$ cat src/rtl/rst_seq.sv
// rst_seq: reset sequencer. Asserts all per-stage resets asynchronously, synchronises
// the release to clk, then frees each stage in order after its ready handshake.
// Optional feature macro: RST_SEQ_TIMEOUT_EN (bounded wait on stage_ready, sticky timeout_err).
module rst_seq #(
    parameter int unsigned NUM_STAGES  = 4,
    parameter int unsigned SYNC_STAGES = 2,
    parameter int unsigned MIN_HOLD    = 8,
    parameter int unsigned STAGE_GAP   = 4,
    parameter int unsigned TIMEOUT     = 256,
    localparam int unsigned IDX_W      = (NUM_STAGES > 1) ? $clog2(NUM_STAGES) : 1
) (
    input  logic                  clk,
    input  logic                  reset,
    input  logic [NUM_STAGES-1:0] stage_ready,
    output logic [NUM_STAGES-1:0] rst_out,
    output logic [IDX_W-1:0]      stage_idx,
    output logic                  seq_done,
    output logic                  timeout_err
);

    localparam int unsigned MAX_A = (MIN_HOLD > STAGE_GAP) ? MIN_HOLD : STAGE_GAP;
    localparam int unsigned MAX_V = (MAX_A > TIMEOUT) ? MAX_A : TIMEOUT;
    localparam int unsigned CNT_W = $clog2(MAX_V + 1) + 1;

    typedef enum logic [1:0] {
        HOLD     = 2'd0,
        WAIT_RDY = 2'd1,
        GAP      = 2'd2,
        DONE     = 2'd3
    } state_t;

    logic [SYNC_STAGES-1:0] sync_q;
    logic                   sync_rel_c;

    state_t                 state_q, state_d;
    logic [CNT_W-1:0]       cnt_q, cnt_d;
    logic [NUM_STAGES-1:0]  rst_out_q, rst_out_d;
    logic [IDX_W-1:0]       idx_q, idx_d;
    logic                   done_q, done_d;
    logic                   terr_q, terr_d;
    logic                   adv_c;

    // Deassertion synchroniser: set asynchronously, shifts in 0 toward rst_sync (MSB).
    always_ff @(posedge clk or posedge reset) begin
        if (reset) begin
            sync_q <= '1;
        end else begin
            sync_q <= {sync_q[SYNC_STAGES-2:0], 1'b0};
        end
    end

    // rst_sync is low already or falls at this edge; the hold count starts with its fall.
    assign sync_rel_c = ~sync_q[SYNC_STAGES-1] | ~sync_q[SYNC_STAGES-2];

    // State, counter and registered outputs; reset restarts everything immediately.
    always_ff @(posedge clk or posedge reset) begin
        if (reset) begin
            state_q   <= HOLD;
            cnt_q     <= '0;
            rst_out_q <= '1;
            idx_q     <= '0;
            done_q    <= 1'b0;
            terr_q    <= 1'b0;
        end else begin
            state_q   <= state_d;
            cnt_q     <= cnt_d;
            rst_out_q <= rst_out_d;
            idx_q     <= idx_d;
            done_q    <= done_d;
            terr_q    <= terr_d;
        end
    end

    // Next-state and output logic; rst_out bits only ever clear outside reset.
    always_comb begin
        state_d   = state_q;
        cnt_d     = cnt_q;
        rst_out_d = rst_out_q;
        idx_d     = idx_q;
        done_d    = done_q;
        terr_d    = terr_q;
        adv_c     = 1'b0;
        unique case (state_q)
            HOLD: begin
                if (sync_rel_c) begin
                    if (cnt_q == CNT_W'(MIN_HOLD)) begin
                        rst_out_d[0] = 1'b0;
                        cnt_d        = '0;
                        state_d      = WAIT_RDY;
                    end else begin
                        cnt_d = cnt_q + CNT_W'(1);
                    end
                end
            end
            WAIT_RDY: begin
                adv_c = stage_ready[idx_q];
`ifdef RST_SEQ_TIMEOUT_EN
                if (!stage_ready[idx_q]) begin
                    if (cnt_q == CNT_W'(TIMEOUT - 1)) begin
                        adv_c  = 1'b1;
                        terr_d = 1'b1;
                    end else begin
                        cnt_d = cnt_q + CNT_W'(1);
                    end
                end
`endif
                if (adv_c) begin
                    cnt_d = '0;
                    if (idx_q == IDX_W'(NUM_STAGES - 1)) begin
                        done_d  = 1'b1;
                        state_d = DONE;
                    end else begin
                        idx_d   = idx_q + IDX_W'(1);
                        state_d = GAP;
                    end
                end
            end
            GAP: begin
                if (cnt_q == CNT_W'(STAGE_GAP - 1)) begin
                    rst_out_d[idx_q] = 1'b0;
                    cnt_d            = '0;
                    state_d          = WAIT_RDY;
                end else begin
                    cnt_d = cnt_q + CNT_W'(1);
                end
            end
            DONE: begin
                state_d = DONE;
            end
            default: begin
                state_d = HOLD;
            end
        endcase
    end

    assign rst_out     = rst_out_q;
    assign stage_idx   = idx_q;
    assign seq_done    = done_q;
    assign timeout_err = terr_q;

endmodule
$ cat config.mk
export PLATFORM = sky130hd
export DESIGN_NAME = rst_seq
export DESIGN_NICKNAME = d
export VERILOG_FILES = /design/src/rtl/rst_seq.sv
export SDC_FILE = /design/constraint.sdc
export NUM_CORES = 1
export LEC_CHECK = 0
export CELL_PAD_IN_SITES_DETAIL_PLACEMENT = 0
export CELL_PAD_IN_SITES_GLOBAL_PLACEMENT = 2
export CORE_MARGIN = 2
export CORE_UTILIZATION = 36
export CTS_CLUSTER_DIAMETER = 100
export CTS_CLUSTER_SIZE = 40
export DETAILED_ROUTE_END_ITERATION = 10
export GPL_ROUTABILITY_DRIVEN = 0
export MAX_ROUTING_LAYER = met4
export PLACE_DENSITY_LB_ADDON = 0.05
export REMOVE_ABC_BUFFERS = 1
export SYNTH_ARGS = -nofsm -noshare
export SYNTH_HDL_FRONTEND = slang
export SYNTH_SLANG_ARGS = --single-unit
$ cat constraint.sdc
create_clock -name clk -period 2.47 [get_ports clk]
set_input_delay 0.494 -clock clk [delete_from_list [all_inputs] [get_ports clk]]
set_output_delay 0.494 -clock clk [all_outputs]
set_load 0.005 [all_outputs]
==> results of run 1 <==
[cell type report]
| type | count | area (um2) |
|---|---|---|
| fill | 333 | 1890 |
| multi-input combinational | 83 | 662 |
| sequential | 21 | 533 |
| timing repair buffer | 13 | 128 |
| tap | 46 | 57.6 |
| inverter | 11 | 41.3 |
| clock buffer | 4 | 26.3 |
[synthesized netlist by cell type, drive strengths merged, types with 2 or more instances]
master / number
nor2: 7
mux2i: 3
and3: 4
nor2b: 3
inv: 11
o21ai: 7
dfrtp: 15
clkbuf: 2
a31o: 2
nand2: 2
a22o: 7
o32a: 2
o41ai: 3
nand3: 9
ha: 10
a21o: 4
a21oi: 3
a21boi: 4
dfstp: 6
[layer usage]
layer  up-vias  wire length [um]  track usage
li1        453                 -            -
met1       431              1300        0.203
met2        12              1110        0.225
met3         4                80       0.0468
met4         0                33       0.0333
met5         -                 0            -
[state kept, by name, indices dropped and copies added (netlist names)]
signal,count
cnt_q,10
rst_out,4
seq_done,1
stage_idx,2
state_q,2
sync_q,2
[metrics by stage]
step	power, W	instance area, um2	util	std cells	setup slack, ns
6_report	0.00113	1450	0.434	178	0.336
5_1_grt	0.00124	1450	0.434	178	0.254
4_1_cts	0.00114	1450	0.434	178	0.360
3_5_place_dp	0.000967	1420	0.426	174	0.365
3_3_place_gp	0.000965	1420	0.426	174	0.407
2_1_floorplan	0.000799	1240	-	115	0.567
[worst max-delay path, stage by stage (launching register included)]
cell     delay, ns
dfrtp_1       0.45
or4_4         0.58
o41ai_4       0.35
a21oi_1       0.26
a21o_1        0.22
a22o_1        0.17
[cells by family (layout without fill, tap and decap cells)]
family          count (synthesis)  in the layout  synth area share
xor+xnor                        1              1           0.00701
other cells                     1              2           0.00300
flops                          21             21             0.426
buf+inv                        14             28            0.0470
simple gates                   33             33             0.168
compound gates                 33             33             0.215
fa+ha+maj                      10             10             0.100
mux                             4              4            0.0330
[final timing paths]
path                           start          to  slack [ns]  cells past startpoint
setup / recovery            cnt_q[2]    cnt_q[9]        0.34                      5
min in group asynchronous      reset  state_q[0]        0.50                      3
hold / removal             sync_q[0]   sync_q[1]        0.37                      0
max in group asynchronous      reset  rst_out[1]        1.69                      3
setup reg to reg            cnt_q[2]    cnt_q[9]        0.34                      5
hold reg to reg            sync_q[0]   sync_q[1]        0.37                      0
[power by group through the flow]
stage          Sequential, W  Combinational, W  Clock [W]
3_3_place_gp        0.000514          0.000451          0
4_1_cts             0.000510          0.000455   0.000179
2_1_floorplan       0.000494          0.000305          0
6_report            0.000510          0.000449   0.000170
5_1_grt             0.000529          0.000512   0.000198
3_5_place_dp        0.000516          0.000451          0
==> impl_metrics.ini, run 1 <==
[sta]
slew_violations = 0
min_period_over_period = 0.864
hold_ws_ns = 0.374
slew_headroom = 0.607
hold_viol = 0
fmax_mhz = 469
worst_pin_slew_ns = 0.590
layout_min_cycle_time_ns = 2.13
grt_setup_unrepaired = false
tns_ns = 0
setup_viol = 0
fin_skew_ns = 0.00677

[clock_network]
ctsHoldBuffers = 0
cts_tree = done
clock_path_buffers = 2
cts_buffers = 3
clkLatencyLatePin_ns = 0.31
post_cts_resized = 0
cts-root-buf = clkbuf_4
clkTransAtPathRegs_ns = 0.12
cts-htree-levels = 1
clock-sinks = 21
cts_setup_buffers = 0

[synthesis]
synth_ff_type = dfrtp_1
synthDistinctLibCells = 40
syn_area_per_cell_um2 = 10.7
yosys_register_bits = 21
synthTopCellsByArea = dfrtp_1 30%, dfstp_2 13%, ha_1 10%
yosysTopAreaCellShare = 0.300
synth_top_area_cell = dfrtp_1
ys_seq_area_frac = 0.426
synth_area_mm2 = 0.00125
ys_warn_count = 0
synth_edf_count = 0
synth_cells = 117
ys_async_sr_fraction = 1.00

[grt]
grt.overflow.total = 0
grt_pass1_wl_um = 4620
antenna_found_initial = 0
grt_pass1_vias = 943
track_usage = 0.152
grt_max_degree = 22

[final_layout]
area_growth_pct = 15.8
drive_gt1_frac = 0.182
nets = 149
layout_common_cells = 15 x dfrtp_1, 12 x clkdlybuf4s50_1, 11 x inv_1
diodes = 0
final_common_cell = dfrtp_1

[power_and_ir_drop]
p_int_w = 0.000678
switching_share = 0.400
vdd_ir_drop_max_mv = 0.351
p_comb_frac = 0.397
seq_power_share = 0.452
powerDensity_mw_per_mm2 = 780
total_leakage_power_nw = 0.630
p_sw_w = 0.000452
p_clk_frac = 0.151

[floorplan]
die_h_um = 62.9
dieArea_mm2 = 0.00396
start_util = 0.375
boundaryPins = 14
die_x_um = 62.9
coreArea_mm2 = 0.00334
rows = 21

[detailed_routing]
drc = 0
drtPass1Iterations = 4
vias = 900
wl_per_cell_um = 14.2
routed_wl_um = 2520
via_per_inst = 5.06
first_iter_violations = 34
route.antenna.remaining_nets = 0

[setup_path]
crit_type = reg2reg
critPathRequiredTime_ns = 2.67
startpoint_type = register
cp.arrival_ns = 2.34
end_kind = register
cp_max_fo = 6

[job]
cap_violations = 0

[place]
place_hpwl_um = 1930
io_buffer_count = 12

[worst_hold_path]
holdCritPathClass = reg2reg

[outcome]
status = complete, no violations
(Power assumes the default switching activity.)
==> run 2, diff against run 1 <==
--- a/config.mk
+++ b/config.mk
@@ -16,6 +16,7 @@
 export MAX_ROUTING_LAYER = met4
 export PLACE_DENSITY_LB_ADDON = 0.05
 export REMOVE_ABC_BUFFERS = 1
+export SKIP_CTS_REPAIR_TIMING = 1
 export SYNTH_ARGS = -nofsm -noshare
 export SYNTH_HDL_FRONTEND = slang
 export SYNTH_SLANG_ARGS = --single-unit
==> results of run 2 <==
Same layout as run 1: the final DEF is identical, and so are final timing and power.
